===== src/rtl/decode_reg_scoreboard_if.sv =====
// Decode stage shared types and the fetch/decode/issue handshake bundle.
// Instruction packet mirrors the 32-bit RISC-V encoding field order.
package decode_reg_scoreboard_pkg;

  localparam logic [6:0] OPCODE_LOAD   = 7'h03;
  localparam logic [6:0] OPCODE_OP_IMM = 7'h13;
  localparam logic [6:0] OPCODE_AUIPC  = 7'h17;
  localparam logic [6:0] OPCODE_STORE  = 7'h23;
  localparam logic [6:0] OPCODE_OP     = 7'h33;
  localparam logic [6:0] OPCODE_LUI    = 7'h37;
  localparam logic [6:0] OPCODE_BRANCH = 7'h63;
  localparam logic [6:0] OPCODE_JALR   = 7'h67;
  localparam logic [6:0] OPCODE_JAL    = 7'h6f;
  localparam logic [6:0] OPCODE_SYSTEM = 7'h73;

  localparam logic CSR_SEL_IMM = 1'b1;

  typedef struct packed {
    logic       input_select;
    logic [1:0] op;
  } funct3_t;

  typedef struct packed {
    logic [6:0] funct7;
    logic [4:0] rs2;
    logic [4:0] rs1;
    funct3_t    funct3;
    logic [4:0] rd;
    logic [6:0] opcode;
  } instr_packet;

  typedef struct packed {
    logic [4:0] rs1;
    logic [4:0] rs2;
    logic [4:0] rd;
  } reg_file_read_params_t;

endpackage

interface decode_reg_scoreboard_if;
  import decode_reg_scoreboard_pkg::*;

  logic                  in_valid;
  logic                  in_ready;
  instr_packet           in_instr;
  logic                  out_valid;
  logic                  out_ready;
  reg_file_read_params_t out_params;
  logic                  out_rd_we;

  modport master (
    output in_valid, in_instr, out_ready,
    input  in_ready, out_valid, out_params, out_rd_we
  );

  modport slave (
    input  in_valid, in_instr, out_ready,
    output in_ready, out_valid, out_params, out_rd_we
  );

endinterface


===== src/rtl/decode_reg_scoreboard.sv =====
// Registered decode stage with per-register pending-write scoreboard.
// Optional DECODE_WB_BYPASS_EN lets a same-cycle writeback release a hazard.
module decode_reg_scoreboard
  import decode_reg_scoreboard_pkg::*;
#(
  parameter int REG_ADDR_WIDTH = 5,
  parameter int PEND_CNT_WIDTH = 2
) (
  input  logic                      clk,
  input  logic                      rst_n,
  decode_reg_scoreboard_if.slave    bus,
  input  logic                      wb_valid,
  input  logic [REG_ADDR_WIDTH-1:0] wb_rd,
  input  logic                      flush,
  output logic                      busy
);

  localparam int AW   = REG_ADDR_WIDTH;
  localparam int CW   = PEND_CNT_WIDTH;
  localparam int NREG = 1 << AW;
  localparam logic [CW-1:0] MAX = '1;

  instr_packet ins;
  assign ins = bus.in_instr;

  logic unused_funct7;
  assign unused_funct7 = ^ins.funct7;

  logic is_lui, is_auipc, is_jal, is_jalr;
  logic is_load, is_store, is_branch;
  logic is_op, is_op_imm, is_sys, csr_imm;

  assign is_lui    = ins.opcode == OPCODE_LUI;
  assign is_auipc  = ins.opcode == OPCODE_AUIPC;
  assign is_jal    = ins.opcode == OPCODE_JAL;
  assign is_jalr   = ins.opcode == OPCODE_JALR;
  assign is_load   = ins.opcode == OPCODE_LOAD;
  assign is_store  = ins.opcode == OPCODE_STORE;
  assign is_branch = ins.opcode == OPCODE_BRANCH;
  assign is_op     = ins.opcode == OPCODE_OP;
  assign is_op_imm = ins.opcode == OPCODE_OP_IMM;
  assign is_sys    = ins.opcode == OPCODE_SYSTEM;
  assign csr_imm   = is_sys &&
    (ins.funct3.input_select == CSR_SEL_IMM);

  logic [AW-1:0] d_rs1, d_rs2, d_rd;
  logic          d_use1, d_use2, d_we, we_raw;

  always_comb begin
    d_rd   = ins.rd[AW-1:0];
    d_rs2  = ins.rs2[AW-1:0];
    d_rs1  = (is_lui || csr_imm) ? '0 : ins.rs1[AW-1:0];
    d_use1 = 1'b1;
    d_use2 = 1'b0;
    we_raw = 1'b0;
    unique case (1'b1)
      is_lui, is_auipc, is_jal: begin
        d_use1 = 1'b0;
        we_raw = 1'b1;
      end
      is_jalr, is_load, is_op_imm: we_raw = 1'b1;
      is_op: begin
        d_use2 = 1'b1;
        we_raw = 1'b1;
      end
      is_store, is_branch: d_use2 = 1'b1;
      is_sys: begin
        d_use1 = !csr_imm;
        we_raw = |ins.funct3.op;
      end
      default: d_use1 = 1'b1;
    endcase
    d_we = we_raw && (d_rd != '0);
  end

  logic          held;
  logic [AW-1:0] r_rs1, r_rs2, r_rd;
  logic          r_use1, r_use2, r_we;
  logic [CW-1:0] pend [NREG];

  logic [CW-1:0] cnt1, cnt2, cntd;
  logic          rel1, rel2, reld;
  logic          hazard, fire, load;

  assign cnt1 = pend[r_rs1];
  assign cnt2 = pend[r_rs2];
  assign cntd = pend[r_rd];

`ifdef DECODE_WB_BYPASS_EN
  assign rel1 = wb_valid && (wb_rd == r_rs1) && (cnt1 != '0);
  assign rel2 = wb_valid && (wb_rd == r_rs2) && (cnt2 != '0);
  assign reld = wb_valid && (wb_rd == r_rd) && (cntd != '0);
`else
  assign rel1 = 1'b0;
  assign rel2 = 1'b0;
  assign reld = 1'b0;
`endif

  assign hazard =
    (r_use1 && ((cnt1 - CW'(rel1)) != '0)) ||
    (r_use2 && ((cnt2 - CW'(rel2)) != '0)) ||
    (r_we && ((cntd - CW'(reld)) == MAX));

  assign bus.out_valid  = held && !hazard && !flush;
  assign fire           = bus.out_valid && bus.out_ready;
  assign bus.in_ready   = (!held || fire) && !flush;
  assign load           = bus.in_valid && bus.in_ready;
  assign bus.out_rd_we  = r_we;
  assign bus.out_params = '{
    rs1: 5'(r_rs1),
    rs2: 5'(r_rs2),
    rd:  5'(r_rd)
  };

  always_ff @(posedge clk or negedge rst_n) begin
    if (!rst_n) begin
      held   <= 1'b0;
      r_rs1  <= '0;
      r_rs2  <= '0;
      r_rd   <= '0;
      r_use1 <= 1'b0;
      r_use2 <= 1'b0;
      r_we   <= 1'b0;
    end else begin
      if (flush)     held <= 1'b0;
      else if (load) held <= 1'b1;
      else if (fire) held <= 1'b0;
      if (load) begin
        r_rs1  <= d_rs1;
        r_rs2  <= d_rs2;
        r_rd   <= d_rd;
        r_use1 <= d_use1;
        r_use2 <= d_use2;
        r_we   <= d_we;
      end
    end
  end

  logic [NREG-1:0] inc, dec;

  always_comb begin
    inc = '0;
    dec = '0;
    for (int i = 0; i < NREG; i++) begin
      inc[i] = fire && r_we && (r_rd == AW'(i));
      dec[i] = wb_valid && (wb_rd == AW'(i)) &&
               (pend[i] != '0);
    end
  end

  // Saturation never overflows: the hazard check blocks issue at MAX.
  always_ff @(posedge clk or negedge rst_n) begin
    if (!rst_n) begin
      for (int i = 0; i < NREG; i++) pend[i] <= '0;
    end else begin
      for (int i = 0; i < NREG; i++) begin
        if (i == 0)
          pend[i] <= '0;
        else if (inc[i] && !dec[i])
          pend[i] <= pend[i] + 1'b1;
        else if (dec[i] && !inc[i])
          pend[i] <= pend[i] - 1'b1;
      end
    end
  end

  always_comb begin
    busy = 1'b0;
    for (int i = 0; i < NREG; i++)
      busy = busy | (pend[i] != '0);
  end

endmodule


===== src/flat_wrapper.sv =====
// flat-port wrapper written by rule: the top's interface ports become plain ports
module decode_reg_scoreboard_flat import decode_reg_scoreboard_pkg::*;
#(
  parameter int REG_ADDR_WIDTH = 5,
  parameter int PEND_CNT_WIDTH = 2
)
  (clk, rst_n, wb_valid, wb_rd, flush, busy, bus_in_valid, bus_in_instr, bus_out_ready, bus_in_ready, bus_out_valid, bus_out_params, bus_out_rd_we);
  decode_reg_scoreboard_if bus_i ();
  input  logic clk;
  input  logic rst_n;
  input  logic wb_valid;
  input  logic [REG_ADDR_WIDTH-1:0] wb_rd;
  input  logic flush;
  output logic busy;
  input wire logic [$bits(bus_i.in_valid)-1:0] bus_in_valid;
  input wire logic [$bits(bus_i.in_instr)-1:0] bus_in_instr;
  input wire logic [$bits(bus_i.out_ready)-1:0] bus_out_ready;
  output wire logic [$bits(bus_i.in_ready)-1:0] bus_in_ready;
  output wire logic [$bits(bus_i.out_valid)-1:0] bus_out_valid;
  output wire logic [$bits(bus_i.out_params)-1:0] bus_out_params;
  output wire logic [$bits(bus_i.out_rd_we)-1:0] bus_out_rd_we;
  assign bus_i.in_valid = bus_in_valid;
  assign bus_i.in_instr = bus_in_instr;
  assign bus_i.out_ready = bus_out_ready;
  assign bus_in_ready = bus_i.in_ready;
  assign bus_out_valid = bus_i.out_valid;
  assign bus_out_params = bus_i.out_params;
  assign bus_out_rd_we = bus_i.out_rd_we;
  decode_reg_scoreboard #(.REG_ADDR_WIDTH(REG_ADDR_WIDTH), .PEND_CNT_WIDTH(PEND_CNT_WIDTH)) u_core (.clk(clk), .rst_n(rst_n), .bus(bus_i), .wb_valid(wb_valid), .wb_rd(wb_rd), .flush(flush), .busy(busy));
endmodule

===== config.mk =====
export PLATFORM = sky130hd
export DESIGN_NAME = decode_reg_scoreboard_flat
export DESIGN_NICKNAME = d
export VERILOG_FILES = /design/src/rtl/decode_reg_scoreboard_if.sv /design/src/rtl/decode_reg_scoreboard.sv /design/src/flat_wrapper.sv
export SDC_FILE = /design/constraint.sdc
export NUM_CORES = 1
export LEC_CHECK = 0
export CAP_MARGIN = 10
export CORE_MARGIN = 2
export CORE_UTILIZATION = 58
export CTS_CLUSTER_SIZE = 10
export DETAILED_ROUTE_END_ITERATION = 8
export PLACE_DENSITY = 0.83
export SYNTH_ARGS = -nofsm -noshare
export SYNTH_HDL_FRONTEND = slang
export SYNTH_SLANG_ARGS = --single-unit

===== constraint.sdc =====
create_clock -name clk -period 3.3 [get_ports clk]
set_input_delay 0.33 -clock clk [delete_from_list [all_inputs] [get_ports clk]]
set_output_delay 0.33 -clock clk [all_outputs]
set_load 0.01 [all_outputs]

==> results of run 1 <==
==> layout by cell type, fill, tap and decap left out, types with 12 or more instances in the layout <==
master,instances
xnor2_1,31
nor2b_1,16
mux4_2,19
clkdlybuf4s50_1,51
nand3_1,15
xor2_1,59
a21oi_1,12
nor2_1,76
nand2_1,28
buf_4,48
dfrtp_1,79
nor3_1,28
ha_1,27
nand3b_1,16
==> power breakdown <==
part	internal [mW]	switching (mW)	total (mW)
registers	1.11	0.216	1.32
logic	0.604	0.604	1.21
clock network	0.395	0.386	0.780
==> worst min path at each step <==
stage,startpoint,end,slack [ns]
floorplan,rst_n,u_core.bus.out_rd_we,0.03
global placement,u_core.pend[23],u_core.pend[23],0.47
detailed placement,u_core.pend[19],u_core.pend[19],0.48
CTS,rst_n,u_core.pend[0],0.18
global route,rst_n,u_core.pend[53],0.22
finish,rst_n,u_core.pend[54],0.15
==> flip-flops by register name, summed over array words and instances (netlist names) <==
name / count
u_core.r_rs1: 5
u_core.r_use2: 1
u_core.pend: 62
u_core.r_rd: 5
u_core.bus.out_rd_we: 1
u_core.r_rs2: 5
u_core.held: 1
u_core.r_use1: 1
==> area by class of cell <==
type,count,share of cell area
Multi-Input combinational cell,471,0.5221
Sequential cell,81,0.2839
Timing Repair Buffer,107,0.1371
Tap cell,133,0.02328
Clock buffer,11,0.02118
Clock inverter,5,0.008752
Inverter,7,0.003676
==> timing repair <==
item,CTS,global route
pin swaps,1,12
setup endpoints to repair,11,29
endpoints found under the hold margin,0,0
cloned,0,1
setup buffers,2,2
gates resized for setup,8,39
==> cells by family (layout without fill, tap and decap cells) <==
family	after synthesis	after routing	share of synthesized area
simple gates	247	247	0.2172
xor+xnor	93	93	0.1418
flops	81	81	0.3529
compound gates	55	55	0.07166
mux	45	45	0.1266
fa+ha+maj	31	31	0.06752
buf+inv	29	130	0.02244
==> worst max-delay path, cell delays in order (launching register included) <==
cell       delay (ns)
dfrtp_1          0.35
buf_4            0.28
nor3_1           0.12
a2111oi_0        0.89
a2111oi_4        0.05
a31oi_2          0.25
a21boi_2         0.14
buf_4            0.16
a21oi_1          0.19
nor2_1           0.07
clkbuf_2         0.14
==> routing by layer <==
layer  routed length [um]  GRT usage
met1                 6539     0.4246
met3                 1726    0.07930
met5                    0          0
met2                 8393     0.5360
met4                  725     0.1728
==> per-stage QoR <==
step / util / std cells / hold slack (ns) / area [um2]
finish: 0.7381 / 815 / 0.1459 / 7148
global route: 0.7381 / 815 / 0.2230 / 7148
CTS: 0.7202 / 812 / 0.1762 / 6974
detailed placement: 0.6951 / 794 / 0.4835 / 6731
global placement: 0.6951 / 794 / 0.4692 / 6731
floorplan: - / 581 / 0.03441 / 5744
==> reports/qor.txt, run 1 <==
placer's final routability congestion estimate -> 1.003
cell taking the most area after synthesis -> dfrtp_1
die area -> 0.01072 mm2
Hold Vio Cnt, Final -> 0
fin worst setup slack -> -0.06127 ns
Final nets -> 751
Cell Area, Synth -> 0.005744 mm2
register area -> 0.002029 mm2
Max Cap Viol -> 0
CP startpoint kind -> flip-flop
Yosys reg bits -> 81
global route total overflow -> 0
clock latency on the worst-skew pair -> 0.38 ns
ys async rst share -> 1.000
Remaining DRCs -> 0
Die X -> 103.5 um
RR Endpoint -> u_core.pend[47]
Slew Viols, Final -> 0
commonest cells in the netlist -> nor2_1, dfrtp_1, xor2_1
share of the synthesized area in the top cell type -> 0.3529
fillers -> 674
failing checks -> negative setup slack
crit share post-route -> 1.019
normalized max-slew margin -> 0.3089
# rows -> 36
number of synthesized flops with an enable pin -> 0
DR WL/cell -> 21.33 um
Post-Syn Area per Cell -> 9.887 um2
clock sink total -> 81
Port Buf Inserts -> 54
Worst Setup SP -> u_core.r_rs1[1]
Starting Density -> 0.5932
Synth area leaders -> dfrtp_1, xor2_1, mux4_2
number of H-tree levels -> 3
vias in the first global route -> 5,309
status -> finished with violations
Setup-failing EPs final -> 1
Primary FF master, synth -> dfrtp_1
post-route total power -> 3.313 mW
final wirelength -> 17,390 um
worst setup path end -> bus_in_ready
Via Count -> 5,248
first-pass GRT wire length -> 28,030 um
r2r worst-path depth -> 13
most common cell in the synthesized netlist -> nor2_1
area growth from synthesis to layout -> 24.44%
Peak VDD IR -> 311.9 uV
Ports -> 62
R2R setup slack -> 0 ns
total CTS buffers -> 9
Setup TNS -> -0.06127 ns
post-synthesis cell count -> 581
worst slack, placed -> -0.03623 ns
Worst-Margin Slew -> 1.010 ns
initial DRC count -> 471
Synth cell types -> 57
largest net degree at the start of global routing -> 82
reg2reg start -> u_core.pend[1]
leakage -> 3.351 nW
sequential fraction of the synthesis area -> 0.3529
DRT antenna net count -> 0
Critical Path Sink Type -> output pin
die height -> 103.5 um
Setup CP Type -> reg2out
CP arrival -> 3.03 ns
antenna violations before repair -> 0
share of layout cells above drive strength 1 -> 0.2214
clock buffer depth -> 2
Worst Path Required -> 2.97 ns
core area -> 0.009684 mm2
Max Freq -> 0.2975 GHz
clk slew on worst S/H paths -> 0.09 ns
clk_skew -> 0.01398 ns
Power Dens Cells -> 463.5 mW/mm2
Synth Warn # -> 0
area of the multi-input gates -> 0.003732 mm2
TritonRoute pass-1 iters -> 6
# hold bufs at CTS -> 0
gr usage total -> 0.3345
RSZ-0062 raised after global routing -> true
Hold Path Class -> in2async
CTS tree -> done
diodes inserted -> 0
post-DR vias/cell -> 6.439
Root Buffer Master -> clkbuf_8
Final min period -> 3.361 ns
syn nets -> 655
CP Max Fanout -> 23
DP Wirelength -> 13,010 um
(Power assumes the default switching activity.)
==> run 2: changes to the inputs <==
Settings changed: GPL_TIMING_DRIVEN set to 0.
==> reports/qor.txt, run 2 (same netlist as run 1, synthesis figures left out) <==
DP Wirelength -> 13,040 um
clock buffer depth -> 2
status -> completed
gr usage total -> 0.3331
Worst-Margin Slew -> 0.7819 ns
antenna violations before repair -> 0
Max Cap Viol -> 0
Biggest register -> u_core.pend
Remaining DRCs -> 0
RSZ-0062 raised after global routing -> true
vias in the first global route -> 5,009
initial DRC count -> 520
normalized max-slew margin -> 0.4747
Slew Viols, Final -> 0
final wirelength -> 17,970 um
die area -> 0.01072 mm2
die height -> 103.5 um
Final min period -> 3.282 ns
number of H-tree levels -> 3
Peak VDD IR -> 315.2 uV
CP Max Fanout -> 7
clock sink total -> 81
Hold Vio Cnt, Final -> 0
DR WL/cell -> 22.32 um
Via Count -> 5,187
Root Buffer Master -> clkbuf_8
CP arrival -> 3.56 ns
fin worst setup slack -> 0.01761 ns
area growth from synthesis to layout -> 24.18%
Critical Path Sink Type -> flip-flop
placer's final routability congestion estimate -> 1.016
Power Dens Cells -> 469.4 mW/mm2
Port Buf Inserts -> 54
total CTS buffers -> 9
clk_skew -> 0.01857 ns
Starting Density -> 0.5932
Final nets -> 742
share of layout cells above drive strength 1 -> 0.2128
clock latency on the worst-skew pair -> 0.39 ns
TritonRoute pass-1 iters -> 8
# rows -> 36
diodes inserted -> 0
first-pass GRT wire length -> 27,340 um
post-route total power -> 3.348 mW
worst slack, placed -> -0.5574 ns
largest net degree at the start of global routing -> 43
crit share post-route -> 0.9947
core area -> 0.009684 mm2
Die X -> 103.5 um
clk slew on worst S/H paths -> 0.08 ns
max reg flops -> 62
DRT antenna net count -> 0
global route total overflow -> 0
Max Freq -> 0.3047 GHz
most frequent cells in the layout -> nor2_1, dfrtp_1, xor2_1
WHS -> 0.4766 ns
fillers -> 720
Hold Path Class -> in2async
Setup-failing EPs final -> 0
Ports -> 62
Worst Path Required -> 3.58 ns
most common cell after layout, fill and taps aside -> nor2_1
CP startpoint kind -> flip-flop
Setup CP Type -> reg2reg
post-DR vias/cell -> 6.443
CTS tree -> done
leakage -> 3.300 nW
[run 2: cell types whose count changed in the layout (fill, tap and decap cells not counted), moves of 3 or more]
cell,before,now
nor2_2,9,2
a2111oi_0,4,0
dfrtp_2,2,11
nor2_1,76,82
or2_4,3,6
dfrtp_1,79,70
ha_2,4,0
clkbuf_1,0,7
or2_1,4,1
buf_4,48,25
ha_1,27,30
a2111oi_2,0,4
[run 2: layout make-up]
type | instances | area (um2) | area share
Multi-Input combinational cell | 471 | 3801 | 0.5329
Clock inverter | 2 | 37.54 | 0.005262
Timing Repair Buffer | 79 | 742.0 | 0.1040
Clock buffer | 13 | 158.9 | 0.02228
Sequential cell | 81 | 2041 | 0.2861
Tap cell | 133 | 166.4 | 0.02333
Buffer | 19 | 160.2 | 0.02245
Inverter | 7 | 26.28 | 0.003684
[run 2: worst paths after layout]
check,from,endpoint,slack [ns],cells after the start
max,u_core.pend[20],u_core.pend[31],0.02,12
min,rst_n,u_core.pend[40],0.48,2
max reg2reg,u_core.pend[20],u_core.pend[31],0.02,12
min reg2reg,u_core.pend[23],u_core.pend[23],0.50,1
max in group asynchronous,rst_n,u_core.pend[16],2.20,3
min in group clk,bus_in_instr[16],u_core.r_rs1[1],0.50,3
[run 2: metrics by stage]
stage | util | cell area (um2) | cells | setup TNS (ns)
3_3_place_gp | 0.6662 | 6451 | 768 | -84.85
3_5_place_dp | 0.6680 | 6469 | 769 | -19.40
6_report | 0.7366 | 7133 | 805 | 0
5_1_grt | 0.7366 | 7133 | 805 | -0.3357
2_1_floorplan | - | 5744 | 581 | 0
4_1_cts | 0.7016 | 6794 | 790 | -0.1191
[run 2: metal layers]
metal  wire length [um]  global-route usage  vias to the layer above
met5                  0                   0                        -
li1                   -                   -                     2267
met3               1874             0.07678                       99
met4               1052              0.1718                        0
met1               6649              0.4289                     2482
met2               8392              0.5274                      339
[run 2: repair_timing]
| action | 4_1_cts | 5_1_grt |
|---|---|---|
| gates resized for setup | 28 | 60 |
| endpoints found under the hold margin | 41 | 0 |
| setup buffers | 6 | 17 |
| hold buffers | 1 | 0 |
| pin swaps | 3 | 12 |
| endpoints found under the setup margin | 64 | 49 |
[run 2: report_power, final]
group | internal (mW) | total (mW) | switching, mW
registers | 1.11 | 1.30 | 0.192
logic | 0.604 | 1.29 | 0.686
clock network | 0.387 | 0.756 | 0.368
[run 2: worst max-delay path: stages (launching register included)]
cell      delay (ns)
dfrtp_1         0.44
or2_2           0.34
mux4_2          0.52
a22oi_2         0.25
o311ai_4        0.18
a21boi_2        0.15
buf_4           0.16
nand2_2         0.18
nor4_2          0.31
ha_1            0.23
xor2_1          0.19
nor2_1          0.07
xor2_1          0.14
==> run 3: changes to the inputs <==
Settings changed: CORE_MARGIN 2 to unset, GPL_TIMING_DRIVEN 0 to unset.
==> reports/qor.txt, run 3 (same netlist as run 1, synthesis figures left out) <==
Net Sw Frac -> 0.3639
# hold bufs at CTS -> 0
Post-Layout Inst Area -> 0.007096 mm2
worst setup path end -> u_core.pend[43]
status -> completed
Max Cap Viol -> 0
antenna violations before repair -> 0
normalized max-slew margin -> 0.3183
area of the multi-input gates -> 0.003714 mm2
Ports -> 62
share of layout cells above drive strength 1 -> 0.2000
Via Count -> 5,198
Worst Setup SP -> u_core.pend[4]
register area -> 0.002028 mm2
CP Max Fanout -> 5
DRT antenna net count -> 0
r2r worst-path depth -> 13
largest net degree at the start of global routing -> 82
Hold Path Class -> in2async
area growth from synthesis to layout -> 23.52%
CP arrival -> 3.52 ns
max reg flops -> 62
number of H-tree levels -> 3
clk_skew -> 0.01803 ns
clock sink total -> 81
CP cell instances -> or2_1 -> buf_4 -> mux2_2 -> mux4_2 -> a21oi_2 -> o2111a_2 -> nand4b_1 -> buf_6 -> buf_4 -> nor2b_1 -> ha_2 -> nor2_1 -> xor2_1
clk slew on worst S/H paths -> 0.09 ns
crit share post-route -> 0.9820
clock latency on the worst-skew pair -> 0.37 ns
die height -> 101.5 um
Critical Path Sink Type -> flip-flop
Setup CP Type -> reg2reg
clock buffer depth -> 2
R2R setup slack -> 0.06 ns
Internal Power -> 2.148 mW
initial DRC count -> 462
vias in the first global route -> 5,073
switching pwr -> 1.229 mW
Clk pwr share -> 0.248
sequential share of power -> 0.389
total CTS buffers -> 9
logic gate share of total power -> 0.362
leakage -> 3.368 nW
Peak VDD IR -> 243.3 uV
Root Buffer Master -> clkbuf_8
Remaining DRCs -> 0
Port Buf Inserts -> 54
most common cell after layout, fill and taps aside -> nor2_1
CTS tree -> done
global route total overflow -> 0
fin worst setup slack -> 0.05930 ns
Setup-failing EPs final -> 0
DR WL/cell -> 21.09 um
Final nets -> 749
first-pass GRT wire length -> 26,500 um
worst slack, placed -> -0.07528 ns
# rows -> 35
fillers -> 642
Die X -> 101.5 um
diodes inserted -> 0
gr usage total -> 0.3439
post-route total power -> 3.377 mW
Setup TNS -> 0 ns
Max Freq -> 0.3086 GHz
CP max stage delay -> 0.48 ns
final wirelength -> 17,060 um
RR Endpoint -> u_core.pend[43]
Crit path top cell by count -> buf_4
Worst Path Required -> 3.58 ns
post-layout util -> 0.7536
Hold Vio Cnt, Final -> 0
Worst-Margin Slew -> 1.023 ns
CP startpoint kind -> flip-flop
DP Area -> 0.006704 mm2
core area -> 0.009415 mm2
post-DR vias/cell -> 6.425
TritonRoute pass-1 iters -> 5
Slew Viols, Final -> 0
most frequent cells in the layout -> nor2_1, dfrtp_1, xor2_1
die area -> 0.01031 mm2
Power Dens Cells -> 475.9 mW/mm2
Slowest cell on crit path -> mux4_2
DP Wirelength -> 12,770 um
Final min period -> 3.241 ns
reg2reg start -> u_core.pend[4]
placer's final routability congestion estimate -> 0.9900
Biggest register -> u_core.pend
Starting Density -> 0.6101
## run 3: changes by cell type in the layout (fill, tap and decap cells not counted), moves of 3 or more
cell       delta
dfrtp_2      -10
a2111oi_2     -4
a2111oi_0     +3
dfrtp_1      +10
or2_4         -3
buf_6         -4
clkbuf_1      -7
or2_1         +5
buf_4        +24
nor4_2        -3
## run 3: worst min path at each step
stage | end | slack [ns] | depth (start not counted)
after floorplan | u_core.bus.out_rd_we | 0.03 | 0
after global placement | u_core.pend[23] | 0.47 | 1
after detailed placement | u_core.pend[23] | 0.48 | 1
after CTS | u_core.pend[54] | 0.19 | 1
after global routing | u_core.pend[54] | 0.25 | 1
final | u_core.pend[55] | 0.14 | 1
## run 3: stage by stage
step | instances | hold WS, ns
after floorplan | 581 | 0.03441
after global placement | 787 | 0.4707
after detailed placement | 787 | 0.4765
after CTS | 803 | 0.1900
after global routing | 809 | 0.2546
final | 809 | 0.1434
## run 3: timing repair
item                                    in CTS  in global routing
pin swaps                                    0                  6
gates resized for setup                      4                 33
hold endpoints to repair                     0                  0
setup buffers                                0                  6
endpoints found under the setup margin      14                 55
## run 3: power by group through the flow
stage                     clock, mW  combinational (mW)  sequential (mW)
after floorplan                   0               0.670             1.26
after global placement            0                1.10             1.31
after detailed placement          0                1.12             1.32
after CTS                     0.841                1.13             1.30
after global routing          0.883                1.29             1.33
final                         0.839                1.22             1.31
## run 3: layout make-up
type	count	area share
Sequential cell	81	0.2858
Timing Repair Buffer	105	0.1324
Clock buffer	9	0.01746
Clock inverter	7	0.01446
Multi-Input combinational cell	471	0.5234
Inverter	7	0.003703
Tap cell	129	0.02275
## run 3: worst max-delay path: cells and delay by family (launching register included)
| kind | cells | cell delay (ns) |
|---|---|---|
| AND/OR/NAND/NOR | 4 | 0.66 |
| adder cells (fa/ha/maj) | 1 | 0.29 |
| flip-flops | 1 | 0.38 |
| multiplexers | 2 | 0.74 |
| AO/OA/AOI/OAI | 2 | 0.42 |
| XOR/XNOR | 1 | 0.17 |
| buffers and inverters | 3 | 0.48 |
## run 3: layer usage
layer | vias up | share of wire | GRT usage
met5 | - | 0 | 0
met4 | 0 | 0.044 | 0.1605
met3 | 76 | 0.095 | 0.05866
met2 | 327 | 0.47 | 0.5447
met1 | 2525 | 0.39 | 0.4612
li1 | 2270 | - | -
